`config.mk`:
```
export PLATFORM = sky130hd
export DESIGN_NAME = pipe_hazard_ctrl_flat
export DESIGN_NICKNAME = d
export VERILOG_FILES = /design/src/rtl/pipe_hazard_pkg.sv /design/src/rtl/pipe_hazard_if.sv /design/src/rtl/hazard_mc_timer.sv /design/src/rtl/pipe_hazard_ctrl.sv /design/src/flat_wrapper.sv
export SDC_FILE = /design/constraint.sdc
export NUM_CORES = 1
export LEC_CHECK = 0
export ABC_CLOCK_PERIOD_IN_PS = 2500
export CELL_PAD_IN_SITES_DETAIL_PLACEMENT = 0
export CELL_PAD_IN_SITES_GLOBAL_PLACEMENT = 1
export CORE_MARGIN = 4
export CORE_UTILIZATION = 40
export CTS_CLUSTER_SIZE = 40
export DETAILED_ROUTE_END_ITERATION = 7
export DONT_BUFFER_PORTS = 1
export PLACE_DENSITY_LB_ADDON = 0.1
export SYNTH_ARGS = -nofsm -noshare
export SYNTH_HDL_FRONTEND = slang
export SYNTH_SLANG_ARGS = --single-unit
```
`constraint.sdc`:
```
create_clock -name clk -period 2.5 [get_ports clk]
set_clock_uncertainty 0.05 [all_clocks]
set_input_delay 0.5 -clock clk [delete_from_list [all_inputs] [get_ports clk]]
set_output_delay 0.5 -clock clk [all_outputs]
set_load 0.02 [all_outputs]
```
`src/rtl/pipe_hazard_pkg.sv`:
```
// Shared types and constants for the pipeline hazard / PC-sequencing controller.
package pipe_hazard_pkg;

    typedef enum logic [0:0] {
        IDLE    = 1'b0,
        MC_WAIT = 1'b1
    } mc_state_e;

    localparam logic [31:0] PC_INCR  = 32'd4;
    localparam logic [31:0] RESET_PC = 32'h0040_0000;

endpackage

```
`src/rtl/pipe_hazard_if.sv`:
```
// Bundle of decode/execute-side inputs and pipeline-control outputs of pipe_hazard_ctrl.
interface pipe_hazard_if #(
    parameter int N     = 32,
    parameter int REG_W = 5
);
    logic [N-1:0]     pc_value;
    logic             redirect_valid;
    logic [N-1:0]     redirect_target;
    logic [REG_W-1:0] id_rs;
    logic [REG_W-1:0] id_rt;
    logic             id_uses_rt;
    logic             id_mc_start;
    logic             ex_mem_read;
    logic [REG_W-1:0] ex_rt;
    logic [N-1:0]     new_pc;
    logic             hazard_flag;
    logic             ifid_hold;
    logic             ifid_flush;
    logic             idex_bubble;
    logic             mc_busy;

    modport master (
        output pc_value, redirect_valid, redirect_target, id_rs, id_rt,
               id_uses_rt, id_mc_start, ex_mem_read, ex_rt,
        input  new_pc, hazard_flag, ifid_hold, ifid_flush, idex_bubble, mc_busy
    );

    modport slave (
        input  pc_value, redirect_valid, redirect_target, id_rs, id_rt,
               id_uses_rt, id_mc_start, ex_mem_read, ex_rt,
        output new_pc, hazard_flag, ifid_hold, ifid_flush, idex_bubble, mc_busy
    );
endinterface

```
`src/rtl/hazard_mc_timer.sv`:
```
// Mult/div occupancy FSM: after an issue it stays busy for MC_CYCLES-1 cycles.
module hazard_mc_timer
    import pipe_hazard_pkg::*;
#(
    parameter int MC_CYCLES = 4
) (
    input  logic clk,
    input  logic reset,
    input  logic issue,
    output logic busy
);

    mc_state_e  state, state_nxt;
    logic [5:0] mc_cnt, mc_cnt_nxt;

    always_ff @(posedge clk or negedge reset) begin
        if (!reset) begin
            state  <= IDLE;
            mc_cnt <= '0;
        end else begin
            state  <= state_nxt;
            mc_cnt <= mc_cnt_nxt;
        end
    end

    always_comb begin
        state_nxt  = state;
        mc_cnt_nxt = mc_cnt;
        case (state)
            IDLE: begin
                if (issue) begin
                    state_nxt  = MC_WAIT;
                    mc_cnt_nxt = 6'(MC_CYCLES - 1);
                end
            end
            MC_WAIT: begin
                mc_cnt_nxt = mc_cnt - 6'd1;
                if (mc_cnt == 6'd1) state_nxt = IDLE;
            end
            default: state_nxt = IDLE;
        endcase
    end

    assign busy = (state == MC_WAIT);

endmodule

```
`src/rtl/pipe_hazard_ctrl.sv`:
```
// Hazard and next-PC controller: load-use stalls, EX redirects, mult/div occupancy.
// Defining HAZARD_STATS_EN adds the saturating stall_cycles counter port.
module pipe_hazard_ctrl
    import pipe_hazard_pkg::*;
#(
    parameter int N         = 32,
    parameter int REG_W     = 5,
    parameter int MC_CYCLES = 4
) (
    input  logic        clk,
    input  logic        reset,
`ifdef HAZARD_STATS_EN
    output logic [31:0] stall_cycles,
`endif
    pipe_hazard_if.slave hz
);

    logic lu;
    logic stall;
    logic mc_issue;
    logic mc_busy_int;

    // Load-use: a load in EX writes a register the ID instruction reads.
    assign lu = reset && hz.ex_mem_read && (hz.ex_rt != '0) &&
                ((hz.ex_rt == hz.id_rs) || (hz.id_uses_rt && (hz.ex_rt == hz.id_rt)));

    // A redirect overrides every stall; a mult/div only issues when nothing holds ID.
    assign stall    = !hz.redirect_valid && (mc_busy_int || lu);
    assign mc_issue = reset && !hz.redirect_valid && !mc_busy_int && !lu && hz.id_mc_start;

    hazard_mc_timer #(
        .MC_CYCLES (MC_CYCLES)
    ) u_mc_timer (
        .clk   (clk),
        .reset (reset),
        .issue (mc_issue),
        .busy  (mc_busy_int)
    );

    assign hz.new_pc      = hz.redirect_valid ? hz.redirect_target : hz.pc_value + N'(PC_INCR);
    assign hz.hazard_flag = stall;
    assign hz.ifid_hold   = stall;
    assign hz.ifid_flush  = hz.redirect_valid;
    assign hz.idex_bubble = hz.redirect_valid || stall;
    assign hz.mc_busy     = mc_busy_int;

`ifdef HAZARD_STATS_EN
    always_ff @(posedge clk or negedge reset) begin
        if (!reset) begin
            stall_cycles <= '0;
        end else if (stall && (stall_cycles != 32'hFFFF_FFFF)) begin
            stall_cycles <= stall_cycles + 32'd1;
        end
    end
`endif

endmodule

```
`src/flat_wrapper.sv`:
```
// flat-port wrapper written by rule: the top's interface ports become plain ports
module pipe_hazard_ctrl_flat import pipe_hazard_pkg::*;
#(
    parameter int N         = 32,
    parameter int REG_W     = 5,
    parameter int MC_CYCLES = 4
)
  (clk, reset, hz_pc_value, hz_redirect_valid, hz_redirect_target, hz_id_rs, hz_id_rt, hz_id_uses_rt, hz_id_mc_start, hz_ex_mem_read, hz_ex_rt, hz_new_pc, hz_hazard_flag, hz_ifid_hold, hz_ifid_flush, hz_idex_bubble, hz_mc_busy);
  pipe_hazard_if #(.N(N), .REG_W(REG_W)) hz_i ();
  input  logic clk;
  input  logic reset;
  input wire logic [$bits(hz_i.pc_value)-1:0] hz_pc_value;
  input wire logic [$bits(hz_i.redirect_valid)-1:0] hz_redirect_valid;
  input wire logic [$bits(hz_i.redirect_target)-1:0] hz_redirect_target;
  input wire logic [$bits(hz_i.id_rs)-1:0] hz_id_rs;
  input wire logic [$bits(hz_i.id_rt)-1:0] hz_id_rt;
  input wire logic [$bits(hz_i.id_uses_rt)-1:0] hz_id_uses_rt;
  input wire logic [$bits(hz_i.id_mc_start)-1:0] hz_id_mc_start;
  input wire logic [$bits(hz_i.ex_mem_read)-1:0] hz_ex_mem_read;
  input wire logic [$bits(hz_i.ex_rt)-1:0] hz_ex_rt;
  output wire logic [$bits(hz_i.new_pc)-1:0] hz_new_pc;
  output wire logic [$bits(hz_i.hazard_flag)-1:0] hz_hazard_flag;
  output wire logic [$bits(hz_i.ifid_hold)-1:0] hz_ifid_hold;
  output wire logic [$bits(hz_i.ifid_flush)-1:0] hz_ifid_flush;
  output wire logic [$bits(hz_i.idex_bubble)-1:0] hz_idex_bubble;
  output wire logic [$bits(hz_i.mc_busy)-1:0] hz_mc_busy;
  assign hz_i.pc_value = hz_pc_value;
  assign hz_i.redirect_valid = hz_redirect_valid;
  assign hz_i.redirect_target = hz_redirect_target;
  assign hz_i.id_rs = hz_id_rs;
  assign hz_i.id_rt = hz_id_rt;
  assign hz_i.id_uses_rt = hz_id_uses_rt;
  assign hz_i.id_mc_start = hz_id_mc_start;
  assign hz_i.ex_mem_read = hz_ex_mem_read;
  assign hz_i.ex_rt = hz_ex_rt;
  assign hz_new_pc = hz_i.new_pc;
  assign hz_hazard_flag = hz_i.hazard_flag;
  assign hz_ifid_hold = hz_i.ifid_hold;
  assign hz_ifid_flush = hz_i.ifid_flush;
  assign hz_idex_bubble = hz_i.idex_bubble;
  assign hz_mc_busy = hz_i.mc_busy;
  pipe_hazard_ctrl #(.N(N), .REG_W(REG_W), .MC_CYCLES(MC_CYCLES)) u_core (.clk(clk), .reset(reset), .hz(hz_i));
endmodule
```
## Word level (Yosys, flattened, before mapping)

Index checks and enable logic that the tools add are counted.

- Register bits: 7
- Bits in latches: 0
- Memory bits (writable): 0
- Memory bits (read-only): 0
- Bits of input ports: 85
- Output and inout port bits: 37
- Logic and storage cells: 31
- Memories: 0

- $add $sub $neg: 2
- $mul: 0
- Div/mod/pow operators: 0
- Magnitude comparators: 0
- Equality and inequality tests: 4
- Shifts and indexed selects: 0
- Muxes and demuxes: 6
- Bitwise gates (word level): 1
- Reductions and logical operators: 16

Operators with widths:

| operator | number |
|---|---|
| adder 32 x 3 -> 32 bit, second input constant | 1 |
| 2-to-1 mux 32 bit | 1 |
| one-hot mux 6 bit (2 select lines) | 1 |
| == test 5 bit | 2 |
| logical AND 1 bit | 9 |
| == test 6 x 1 -> 1 bit, second input constant | 1 |
| 2-to-1 mux 6 bit | 1 |
| subtractor 6 x 1 -> 6 bit, second input constant | 1 |
| nonzero test 5 bit | 1 |
| zero test 1 bit | 3 |
| logical OR 1 bit | 3 |
| 2-to-1 mux 1 bit | 2 |
| != test 2 x 1 -> 1 bit, second input constant | 1 |
| one-hot mux 1 bit (2 select lines) | 1 |
| inverter 1 bit | 1 |

## Logic depth before layout (Yosys ltp)

Gate-level depths: netlist of the first run.

- Word-level depth: 9
- Mapped depth: 6
- Mapped depth without buffers: 6

## Cells and area by module

Synthesis of the first run repeated with hierarchy kept, for this count alone.

- Cell total of the unflattened synthesis: 219
- Area total of the unflattened synthesis: 1480.2 µm²

By module, submodules not included:

| module | times used | cells an instance | area an instance (µm²) | sequential area each (µm²) |
|---|---|---|---|---|
| pipe_hazard_ctrl | 1 | 185 | 1119.8 | 0.0 |
| hazard_mc_timer | 1 | 34 | 360.3 | 175.2 |

## Least setup slack after synthesis of the first run

No wires, ideal clock.

- Path type: in2out
- Start point: in hz_ex_rt[3]
- End point: out hz_ifid_hold
- Arrival time: 1928 ps
- Data required time: 1950 ps
- Setup slack: 22 ps
- Stages on the path: 6
- Buffers on the path: 1
- Cell sequence: xor2_1 nor4_1 a32oi_1 nand2b_1 a21oi_1 buf_4

- Cells in the longest elaborated chain, start to end: 6
- Elaborated cells on any way between the ends: 9
- Classes of those cells: eq/ne: 2; reduce/logical: 7

Ends and longest elaborated chain:

| item | RTL line | text |
|---|---|---|
| start: declaration | flat_wrapper.sv:20 | `input wire logic [$bits(hz_i.ex_rt)-1:0] hz_ex_rt;` |
| == test 5 bit | pipe_hazard_ctrl.sv:25 | `((hz.ex_rt == hz.id_rs) \|\| (hz.id_uses_rt && (hz.ex_rt == hz.id_rt)));` |
| logical AND 1 bit | pipe_hazard_ctrl.sv:25 |  |
| logical OR 1 bit | pipe_hazard_ctrl.sv:25 |  |
| logical AND 1 bit (*) | pipe_hazard_ctrl.sv:24 | `assign lu = reset && hz.ex_mem_read && (hz.ex_rt != '0) &&` |
| logical OR 1 bit (*) | pipe_hazard_ctrl.sv:28 | `assign stall = !hz.redirect_valid && (mc_busy_int \|\| lu);` |
| logical AND 1 bit (*) | pipe_hazard_ctrl.sv:28 |  |
| end: declaration | flat_wrapper.sv:23 | `output wire logic [$bits(hz_i.ifid_hold)-1:0] hz_ifid_hold;` |

Every way passes the cells marked *; elsewhere a longest branch is shown, timed or not.

## Worst setup path after layout of the first run

- Start point: in hz_pc_value[2]
- End point: out hz_new_pc[26]

- Cells in the longest elaborated chain, start to end: 2

Ends and longest elaborated chain:

| item | RTL line | text |
|---|---|---|
| start: declaration | flat_wrapper.sv:12 | `input wire logic [$bits(hz_i.pc_value)-1:0] hz_pc_value;` |
| adder 32 x 3 -> 32 bit | pipe_hazard_ctrl.sv:40 | `assign hz.new_pc = hz.redirect_valid ? hz.redirect_target : hz.pc_value + N'(PC_INCR);` |
| 2-to-1 mux 32 bit | pipe_hazard_ctrl.sv:40 |  |
| end: declaration | flat_wrapper.sv:21 | `output wire logic [$bits(hz_i.new_pc)-1:0] hz_new_pc;` |

No other way between the ends.

==> results.md, run 1 <==
## Synth
- **number of enable flip-flop cells after synthesis** 0
- **total standard cell area after synthesis** 1440 um2
- **#FFs+latches synth** 7
- **portion of the post-synthesis area used by sequential elements** 0.121
- **post-synthesis async set-or-reset flop share** 1.00
- **Post-Syn Instances** 212
- **yosys warns** 0
- **post-synth net total** 300
- **distinct cell type count after synthesis** 33
- **dominant register cell in the synthesized netlist** dfrtp_1
- **Mapped Avg Cell Area** 6.80 um2

## Power
- **power density relative to cell area** 465 nW/um2
- **reported leakage power** 0.000658 uW
- **maximum resistive drop on vdd** 0.000194 V
- **total power** 787 uW

## Routing
- **antenna viol nets, final** 0
- **length of routed met3 wiring** 422 um
- **average wire per standard cell** 14.7 um
- **Total Wirelength** 4.11 mm
- **M1 WL** 1.55 mm
- **via count** 1543
- **DR top layer** met4
- **wire length on met2** 2.10 mm
- **number of DRC violations after detailed-routing iteration 0** 56
- **per-cell via count in the routed design** 5.53
- **remaining routing DRC violations** 0
- **First-pass DRT Iterations** 4

## Clock network
- **total number of clock tree sinks** 7
- **clock buffer count from CTS** 3
- **clock slew at the register clock pins of the worst setup and hold paths** 50 ps
- **clock latency on the worst-skew pair** 260 ps
- **total setup buffers inserted after CTS** 0
- **Clock H-tree levels** 1
- **Max Buffers Root-to-Sink** 2
- **Root Buffer** clkbuf_4
- **CTS tree** done

## Die
- **row count** 21
- **Core Footprint** 3420 um2
- **area enclosed by the die boundary** 4630 um2
- **Chip Width** 68.1 um
- **initial core utilization** 0.422
- **number of primary I/O pins** 122
- **die height** 68.1 um

## Global routing
- **total global routing track utilization** 0.173
- **global-route wire length before repair** 6.42 mm
- **number of antenna violations at the first check in global routing** 0
- **via count of the first global-routing pass** 1523
- **largest net degree at the start of global routing** 63
- **remaining global-route overflow** 0

## STA
- **Least-Margin Pin Slew** 670 ps
- **peak clock frequency supported by timing** 421 MHz
- **worst setup margin** 124 ps
- **Rel. slew slack** 0.549
- **Total Negative Setup Slacks** 0 ps
- **Final Hold Violating Endpoints** 0
- **total setup violations reported at the end of the flow** 0
- **Post-Route Hold Slack** 466 ps
- **pins over their slew limit** 0
- **share of the cycle needed by the critical path after routing** 0.951
- **unrepaired setup endpoints after global routing** no
- **post-route minimum period** 2380 ps

## Setup path
- **type of destination of the critical path** output port
- **WP data arrival** 1830 ps
- **length in cells of the worst reg-to-reg path** 5
- **kind of start point of the critical path** input port
- **critical path type** input port to output port
- **register-to-register setup slack** 880 ps
- **Required @ worst endpoint** 1950 ps
- **reg-to-reg critical path endpoint** u_core.u_mc_timer.mc_cnt[5]
- **Crit Path Max Fanout** 8
- **startpoint of the worst-slack reg-to-reg timing path** u_core.u_mc_timer.busy

## Placed design
- **DP HPWL** 3.50 mm
- **worst setup timing slack at the placement stage** 121 ps
- **routability congestion estimate from global placement** 0.822
- **port bufs** 0

## Layout
- **proportion of layout cells with a drive suffix above 1** 0.180
- **area delta synth->final** 17.2%
- **# diodes** 0
- **final layout net count** 322

## Hold path
- **hold path startpoint** hz_redirect_valid
- **Hold/Removal Path Class** input port to register
- **endpoint of the worst hold path** u_core.u_mc_timer.mc_cnt[3]
- **number of stages on the worst hold path** 2

## Run status
- **result of the run** completed

## Flow run
- **max-cap viol count** 0

==> power by group <==
part | switching [uW] | total (uW) | internal [uW]
logic | 242 | 438 | 196
clock network | 45.5 | 107 | 61.2
registers | 69.1 | 242 | 173
==> flip-flops by register name (all words and copies together), names as in the netlist <==
name / flops
u_core.u_mc_timer.mc_cnt: 6
u_core.u_mc_timer.busy: 1
==> stage by stage <==
stage | utilization | cells | cell area (um2)
floorplan | - | 212 | 1440
global placement | 0.484 | 274 | 1650
detailed placement | 0.484 | 274 | 1650
CTS | 0.495 | 279 | 1690
global route | 0.495 | 279 | 1690
finish | 0.495 | 279 | 1690
==> final cells by class <==
type	instances	area (um2)
inverters	6	22.5
flip-flops and latches	7	175
well taps	46	57.6
multi-input cells	188	1200
fillers	359	1730
repair buffers	28	213
clock buffers	4	26.3
==> what timing repair did <==
item,4_1_cts,5_1_grt
hold buffers,1,0
endpoints found under the hold margin,7,0
gates resized for setup,0,0
==> cell usage in the layout, fill, tap and decap left out <==
| cell | instances |
|---|---|
| a32oi_1 | 1 |
| nand2_1 | 42 |
| nor3_1 | 6 |
| and3_1 | 5 |
| o22ai_1 | 1 |
| mux2i_1 | 1 |
| dfrtp_1 | 7 |
| nor3_2 | 1 |
| nand2b_1 | 2 |
| dlygate4sd3_1 | 1 |
| buf_4 | 27 |
| nand4_4 | 1 |
| o21ai_1 | 13 |
| nor4_4 | 2 |
| clkbuf_4 | 3 |
| clkbuf_1 | 1 |
| nand4_1 | 7 |
| ha_1 | 3 |
| and4_1 | 1 |
| or2_2 | 1 |
| o21ai_0 | 14 |
| a311oi_1 | 1 |
| inv_1 | 6 |
| xnor2_1 | 15 |
| xor2_1 | 26 |
| a22oi_1 | 1 |
| mux2_2 | 7 |
| nor2_1 | 13 |
| a21oi_1 | 5 |
| nand3b_1 | 1 |
| nand3_1 | 14 |
| o311a_1 | 1 |
| nor4_1 | 1 |
| or3_1 | 2 |
==> per-layer routing <==
| layer | global-route usage | up-vias |
|---|---|---|
| met3 | 0.0411 | 5 |
| met1 | 0.195 | 693 |
| met2 | 0.325 | 71 |
| li1 | - | 774 |
| met4 | 0.0397 | 0 |
| met5 | 0 | - |
==> synthesized netlist by cell type, drive strengths merged, types with 2 or more instances <==
cell type	n	area (um2)
nor2	13	48.8
dfrtp	7	175
inv	6	22.5
mux2	7	78.8
xnor2	15	131
xor2	26	228
nand2b	2	12.5
ha	3	37.5
and3	5	31.3
nand4	8	65.1
o21ai	27	135
or3	2	12.5
nand3	14	70.1
a21oi	5	25.0
clkbuf	7	26.3
nor3	7	40.0
nor4	3	48.8
buf	4	22.5
nand2	42	158
==> cell families after synthesis <==
group | after synthesis | share of synthesized area
buffers and inverters | 17 | 0.0494
adders and majority gates | 3 | 0.0260
DFF | 7 | 0.121
muxes | 8 | 0.0616
xor gates and xnor gates | 41 | 0.249
AOI/OAI and AO/OA | 37 | 0.140
and+or+nand+nor | 99 | 0.353
==> critical path: stages <==
cell	delay, ps
ha_1	200
nand4_1	190
nor4_4	160
buf_4	200
nand3_1	100
xnor2_1	160
mux2_2	320
==> worst max-delay path by stage <==
stage / depth (start not counted) / slack [ps] / end / from
global route: 7 / 20 / hz_new_pc[26] / hz_pc_value[2]
global placement: 7 / 150 / hz_new_pc[26] / hz_pc_value[2]
floorplan: 6 / 20 / hz_ifid_hold / hz_ex_rt[3]
finish: 7 / 120 / hz_new_pc[26] / hz_pc_value[2]
CTS: 7 / 120 / hz_new_pc[26] / hz_pc_value[2]
detailed placement: 7 / 120 / hz_new_pc[26] / hz_pc_value[2]
Note: power is estimated with default switching activity, not from simulation.
==> inputs of run 2 (changes only) <==
--- a/config.mk
+++ b/config.mk
@@ -5,14 +5,13 @@
 export SDC_FILE = /design/constraint.sdc
 export NUM_CORES = 1
 export LEC_CHECK = 0
-export ABC_CLOCK_PERIOD_IN_PS = 2500
+export BUFFER_PORTS_ARGS = -buffer_cell sky130_fd_sc_hd__buf_2
 export CELL_PAD_IN_SITES_DETAIL_PLACEMENT = 0
 export CELL_PAD_IN_SITES_GLOBAL_PLACEMENT = 1
 export CORE_MARGIN = 4
-export CORE_UTILIZATION = 40
+export CORE_UTILIZATION = 25
 export CTS_CLUSTER_SIZE = 40
 export DETAILED_ROUTE_END_ITERATION = 7
-export DONT_BUFFER_PORTS = 1
 export PLACE_DENSITY_LB_ADDON = 0.1
 export SYNTH_ARGS = -nofsm -noshare
 export SYNTH_HDL_FRONTEND = slang
==> results.md, run 2 (synthesis gave the netlist of run 1 again) <==
## Power
- **Sequential Power Share** 0.236, -0.072
- **total power** 1000 uW, +27%
- **switching fraction of total power** 0.435, -0.0182
- **internal power component** 565 uW, +31%
- **NetSw** 435 uW, +22%
- **maximum resistive drop on vdd** 0.000336 V, +74%
- **reported leakage power** 0.00119 uW, +81%
- **clock network fraction of design power** 0.158, +0.022
- **part of the total power dissipated in combinational logic** 0.606, +0.049
- **power density relative to cell area** 399 nW/um2, -14%

## STA
- **total setup violations reported at the end of the flow** 1, +1
- **worst setup margin** -4.45 ps, -128 ps
- **share of the cycle needed by the critical path after routing** 1.00, +0.0512
- **peak clock frequency supported by timing** 399 MHz, -5.1%
- **Final Hold Violating Endpoints** 0, unchanged
- **unrepaired setup endpoints after global routing** yes
- **post-route minimum period** 2500 ps, +128 ps
- **pins over their slew limit** 0, unchanged
- **Least-Margin Pin Slew** 519 ps, -150 ps
- **Rel. slew slack** 0.651, +0.102
- **Post-Route Hold Slack** 68.6 ps, -397 ps

## Setup path
- **Crit Path Max Fanout** 4, -4
- **type of destination of the critical path** output port
- **WP data arrival** 1950 ps, +120 ps
- **worst setup path start** hz_pc_value[19]
- **startpoint of the worst-slack reg-to-reg timing path** u_core.u_mc_timer.busy
- **kind of start point of the critical path** input port
- **critical path type** input port to output port
- **Required @ worst endpoint** 1950 ps, about the same

## Clock network
- **CTS tree** done
- **hold-fix buffer count after cts** 0, -1
- **clock latency on the worst-skew pair** 230 ps, -30 ps
- **clock slew at the register clock pins of the worst setup and hold paths** 40 ps, about the same
- **Max Buffers Root-to-Sink** 2, unchanged
- **Root Buffer** clkbuf_8
- **Clock H-tree levels** 1, unchanged
- **clock buffer count from CTS** 3, unchanged
- **total number of clock tree sinks** 7, unchanged

## Layout
- **proportion of layout cells with a drive suffix above 1** 0.491, +0.311
- **max reg flops** 6, unchanged
- **area delta synth->final** 73.8%
- **commonest non-fill, non-tap cell in the layout** buf_2
- **final layout net count** 439, +36%
- **# fillers** 612, +70%
- **highest-count cells in the layout ignoring fill and taps** 99 x buf_2, 40 x nand2_1, 33 x buf_4, 26 x xor2_1
- **# diodes** 0, unchanged
- **non-filler instance count after layout** 422, +51%
- **register name with the most flops** u_core.u_mc_timer.mc_cnt

## Die
- **initial core utilization** 0.260, -0.162
- **Chip Width** 84.0 um, +23%
- **die height** 84.0 um, +23%
- **number of primary I/O pins** 122, unchanged
- **row count** 27, +29%
- **Core Footprint** 5540 um2, +62%
- **area enclosed by the die boundary** 7050 um2, +52%

## Placed design
- **port bufs** 121, +121
- **DP HPWL** 4.24 mm, +21%
- **placed cell count** 413, +51%
- **routability congestion estimate from global placement** 0.794, -3.5%

## Routing
- **remaining routing DRC violations** 0, unchanged
- **per-cell via count in the routed design** 4.56, -17%
- **First-pass DRT Iterations** 4, unchanged
- **via count** 1926, +25%
- **Total Wirelength** 5.09 mm, +24%
- **antenna viol nets, final** 0, unchanged
- **number of DRC violations after detailed-routing iteration 0** 41, -27%
- **average wire per standard cell** 12.1 um, -18%

## Run status
- **result of the run** finished, violations left
- **violations in the final reports** setup timing

## Global routing
- **largest net degree at the start of global routing** 23, -63%
- **number of antenna violations at the first check in global routing** 0, unchanged
- **via count of the first global-routing pass** 1866, +23%
- **total global routing track utilization** 0.127, -0.0465
- **remaining global-route overflow** 0, unchanged
- **global-route wire length before repair** 7.80 mm, +21%

## Hold path
- **Hold/Removal Path Class** input port to asynchronous set/reset pin

## Flow run
- **max-cap viol count** 0, unchanged

## run 2: cell types whose count changed in the layout (fill, tap and decap cells not counted), sizes merged
cell         delta
buf           +118
dlygate4sd3     -1
## run 2: power groups by stage
stage	Sequential, uW	Clock [uW]	Combinational (uW)
after global routing	247	171	670
after floorplan	217	0	370
after CTS	235	165	575
after global placement	234	0	571
after detailed placement	237	0	571
final	236	158	606
## run 2: per-stage QoR
step / setup WS (ps) / TNS, ps / cell area [um2] / util
detailed placement: -10.7 / -21.2 / 2240 / 0.405
global route: -93.6 / -569 / 2510 / 0.453
global placement: 11.4 / 0 / 2240 / 0.405
floorplan: 22.4 / 0 / 1440 / -
CTS: 3.96 / 0 / 2290 / 0.413
finish: -4.45 / -4.45 / 2510 / 0.453
## run 2: critical path, cell delays in order
cell,delay (ps)
buf_2,120
nand4_1,160
nor3_1,480
nand3_2,140
xnor2_1,150
mux2_4,270
buf_6,130
## run 2: what timing repair did
action                                  in CTS  in global routing
gates resized for setup                      0                 47
endpoints found under the setup margin       3                 19
pin swaps                                    2                 20
setup buffers                                0                  5
## run 2: routing by layer
metal / up-vias / track usage / wire, um
met1: 840 / 0.164 / 2310
met5: - / 0 / 0
met3: 6 / 0.0197 / 347
li1: 1009 / - / -
met2: 71 / 0.223 / 2370
met4: 0 / 0.0219 / 56
## run 2: worst paths after layout
path                       cells after the start                     endpoint  slack, ps
max in group asynchronous                      1  u_core.u_mc_timer.mc_cnt[1]       2150
setup reg to reg                               5  u_core.u_mc_timer.mc_cnt[5]       1000
hold / removal                                 1  u_core.u_mc_timer.mc_cnt[5]         70
setup / recovery                               7                hz_new_pc[28]         -4
hold reg to reg                                2  u_core.u_mc_timer.mc_cnt[5]        500
min in group clk                               2  u_core.u_mc_timer.mc_cnt[5]        500
## run 2: area by class of cell
cell class	instances	area (um2)	area share
clock buffer	4	45.0	0.0180
timing repair buffer	145	902	0.360
inverter	6	22.5	0.00898
sequential	7	175	0.0699
tap	72	90.1	0.0359
multi-input combinational	188	1270	0.507
==> inputs of run 3 (changes only) <==
==> constraint.sdc (replaced) <==
create_clock -name clk -period 2.5 [get_ports clk]
set_clock_uncertainty 0.05 [all_clocks]
set_input_delay 0.5 -clock clk [delete_from_list [all_inputs] [get_ports clk]]
set_output_delay 0.5 -clock clk [all_outputs]
set_load 0.005 [all_outputs]
==> results.md, run 3 (synthesis gave the netlist of run 1 again) <==
## Routing
- **antenna viol nets, final** 0, unchanged
- **Total Wirelength** 4.84 mm, -5.0%
- **per-cell via count in the routed design** 4.50, -1.3%
- **remaining routing DRC violations** 0, unchanged
- **via count** 1874, -2.7%
- **number of DRC violations after detailed-routing iteration 0** 26, -37%
- **First-pass DRT Iterations** 4, unchanged
- **average wire per standard cell** 11.6 um, -3.6%

## Layout
- **highest-count cells in the layout ignoring fill and taps** 111 x buf_2, 42 x nand2_1, 26 x xor2_1, 17 x buf_4, 15 x xnor2_1
- **max reg flops** 6, unchanged
- **proportion of layout cells with a drive suffix above 1** 0.456, -0.0350
- **# diodes** 0, unchanged
- **# fillers** 586, -4.2%
- **commonest non-fill, non-tap cell in the layout** buf_2
- **final layout net count** 433, -1.4%
- **Non-Filler Cell Area, Final** 2370 um2, -5.6%
- **register name with the most flops** u_core.u_mc_timer.mc_cnt
- **area delta synth->final** 64.0%

## Hold path
- **Hold/Removal Path Class** input port to asynchronous set/reset pin

## Die
- **area enclosed by the die boundary** 7050 um2, unchanged
- **number of primary I/O pins** 122, unchanged
- **Chip Width** 84.0 um, unchanged
- **Core Footprint** 5540 um2, unchanged
- **die height** 84.0 um, unchanged
- **row count** 27, unchanged
- **initial core utilization** 0.260, unchanged

## Power
- **reported leakage power** 0.00112 uW, -5.8%
- **maximum resistive drop on vdd** 0.000300 V, -11%
- **total power** 897 uW, -10%
- **power density relative to cell area** 379 nW/um2, -4.9%

## Clock network
- **clock buffer count from CTS** 3, unchanged
- **Root Buffer** clkbuf_8
- **Clock H-tree levels** 1, unchanged
- **hold-fix buffer count after cts** 0, unchanged
- **clock slew at the register clock pins of the worst setup and hold paths** 40 ps, about the same
- **clock latency on the worst-skew pair** 230 ps, about the same
- **Max Buffers Root-to-Sink** 2, unchanged
- **CTS tree** done
- **total number of clock tree sinks** 7, unchanged

## Run status
- **result of the run** completed

## Global routing
- **global-route wire length before repair** 8.01 mm, +2.7%
- **remaining global-route overflow** 0, unchanged
- **number of antenna violations at the first check in global routing** 0, unchanged
- **largest net degree at the start of global routing** 30, +30%
- **total global routing track utilization** 0.133, +0.00590
- **via count of the first global-routing pass** 1864, -0.11%

## Setup path
- **type of destination of the critical path** output port
- **WP data arrival** 1880 ps, -70 ps
- **highest-delay cell along the critical path** nor4_4
- **cell chain of the critical path** buf_8 -> ha_4 -> nand4_1 -> nor4_4 -> buf_4 -> nand3_2 -> xor2_1 -> o21ai_1 -> buf_2
- **kind of start point of the critical path** input port
- **critical path type** input port to output port
- **Required @ worst endpoint** 1950 ps, about the same
- **Crit Path Max Fanout** 5, +1
- **stage delay of the slowest cell on the critical path** 340 ps, -140 ps

## Flow run
- **max-cap viol count** 0, unchanged

## STA
- **post-route minimum period** 2430 ps, -78.1 ps
- **Least-Margin Pin Slew** 412 ps, -107 ps
- **share of the cycle needed by the critical path after routing** 0.971, -0.0312
- **Final Hold Violating Endpoints** 0, unchanged
- **unrepaired setup endpoints after global routing** yes
- **peak clock frequency supported by timing** 412 MHz, +3.2%
- **pins over their slew limit** 0, unchanged
- **total setup violations reported at the end of the flow** 0, -1
- **Rel. slew slack** 0.723, +0.0717

## Placed design
- **port bufs** 121, unchanged
- **DP HPWL** 4.08 mm, -3.9%
- **instance area after placement** 2220 um2, -1.0%
- **routability congestion estimate from global placement** 0.772, -2.7%

## run 3: what timing repair did
action | CTS | global route
gates resized for setup | 0 | 18
setup endpoints to repair | 0 | 12
setup buffers | 0 | 2
endpoints found under the hold margin | 0 | 0
## run 3: worst paths after layout
kind	start	endpoint	slack (ps)	cells after the start
max in group asynchronous	reset	u_core.u_mc_timer.busy	2160	1
worst max register to register	u_core.u_mc_timer.busy	u_core.u_mc_timer.mc_cnt[5]	1060	5
min in group clk	u_core.u_mc_timer.mc_cnt[5]	u_core.u_mc_timer.mc_cnt[5]	500	2
worst min register to register	u_core.u_mc_timer.mc_cnt[5]	u_core.u_mc_timer.mc_cnt[5]	500	2
worst min-delay path	reset	u_core.u_mc_timer.mc_cnt[5]	60	1
worst max-delay path	hz_pc_value[3]	hz_new_pc[24]	70	9
## run 3: through the flow
stage               setup slack, ps  hold WS (ps)   util  setup TNS (ps)  instances
floorplan                       235           154      -               0        212
global placement               50.3           307  0.401               0        410
detailed placement             47.0           308  0.401               0        410
CTS                            45.4          64.3  0.409               0        414
global route                   -101          65.8  0.427            -516        416
finish                         73.6          60.3  0.427               0        416
## run 3: worst max-delay path: cells and delay by family
kind	cells	cell delay (ps)
compound gates	1	120
fa+ha+maj	1	120
xor+xnor	1	170
simple gates	3	550
buf+inv	3	410
## run 3: power by group
part           switching (uW)  leakage, uW  total (uW)  internal, uW
Combinational             240      0.00102         503           263
Sequential               61.4    0.0000814         235           174
Clock                    49.2    0.0000228         160           110
Total                     351      0.00112         897           547
## run 3: layout make-up
class,count,area [um2],area share
multi-input cells,188,1220,0.515
well taps,72,90.1,0.0381
clock buffers,4,45.0,0.0190
inverters,6,22.5,0.00952
flip-flops and latches,7,175,0.0740
repair buffers,139,816,0.345
## run 3: per-layer routing
metal | part of all wire | track usage | routed length, um
met2 | 0.47 | 0.219 | 2260
met1 | 0.44 | 0.176 | 2130
met5 | 0 | 0 | 0
met4 | 0.011 | 0.0351 | 54
met3 | 0.081 | 0.0257 | 394
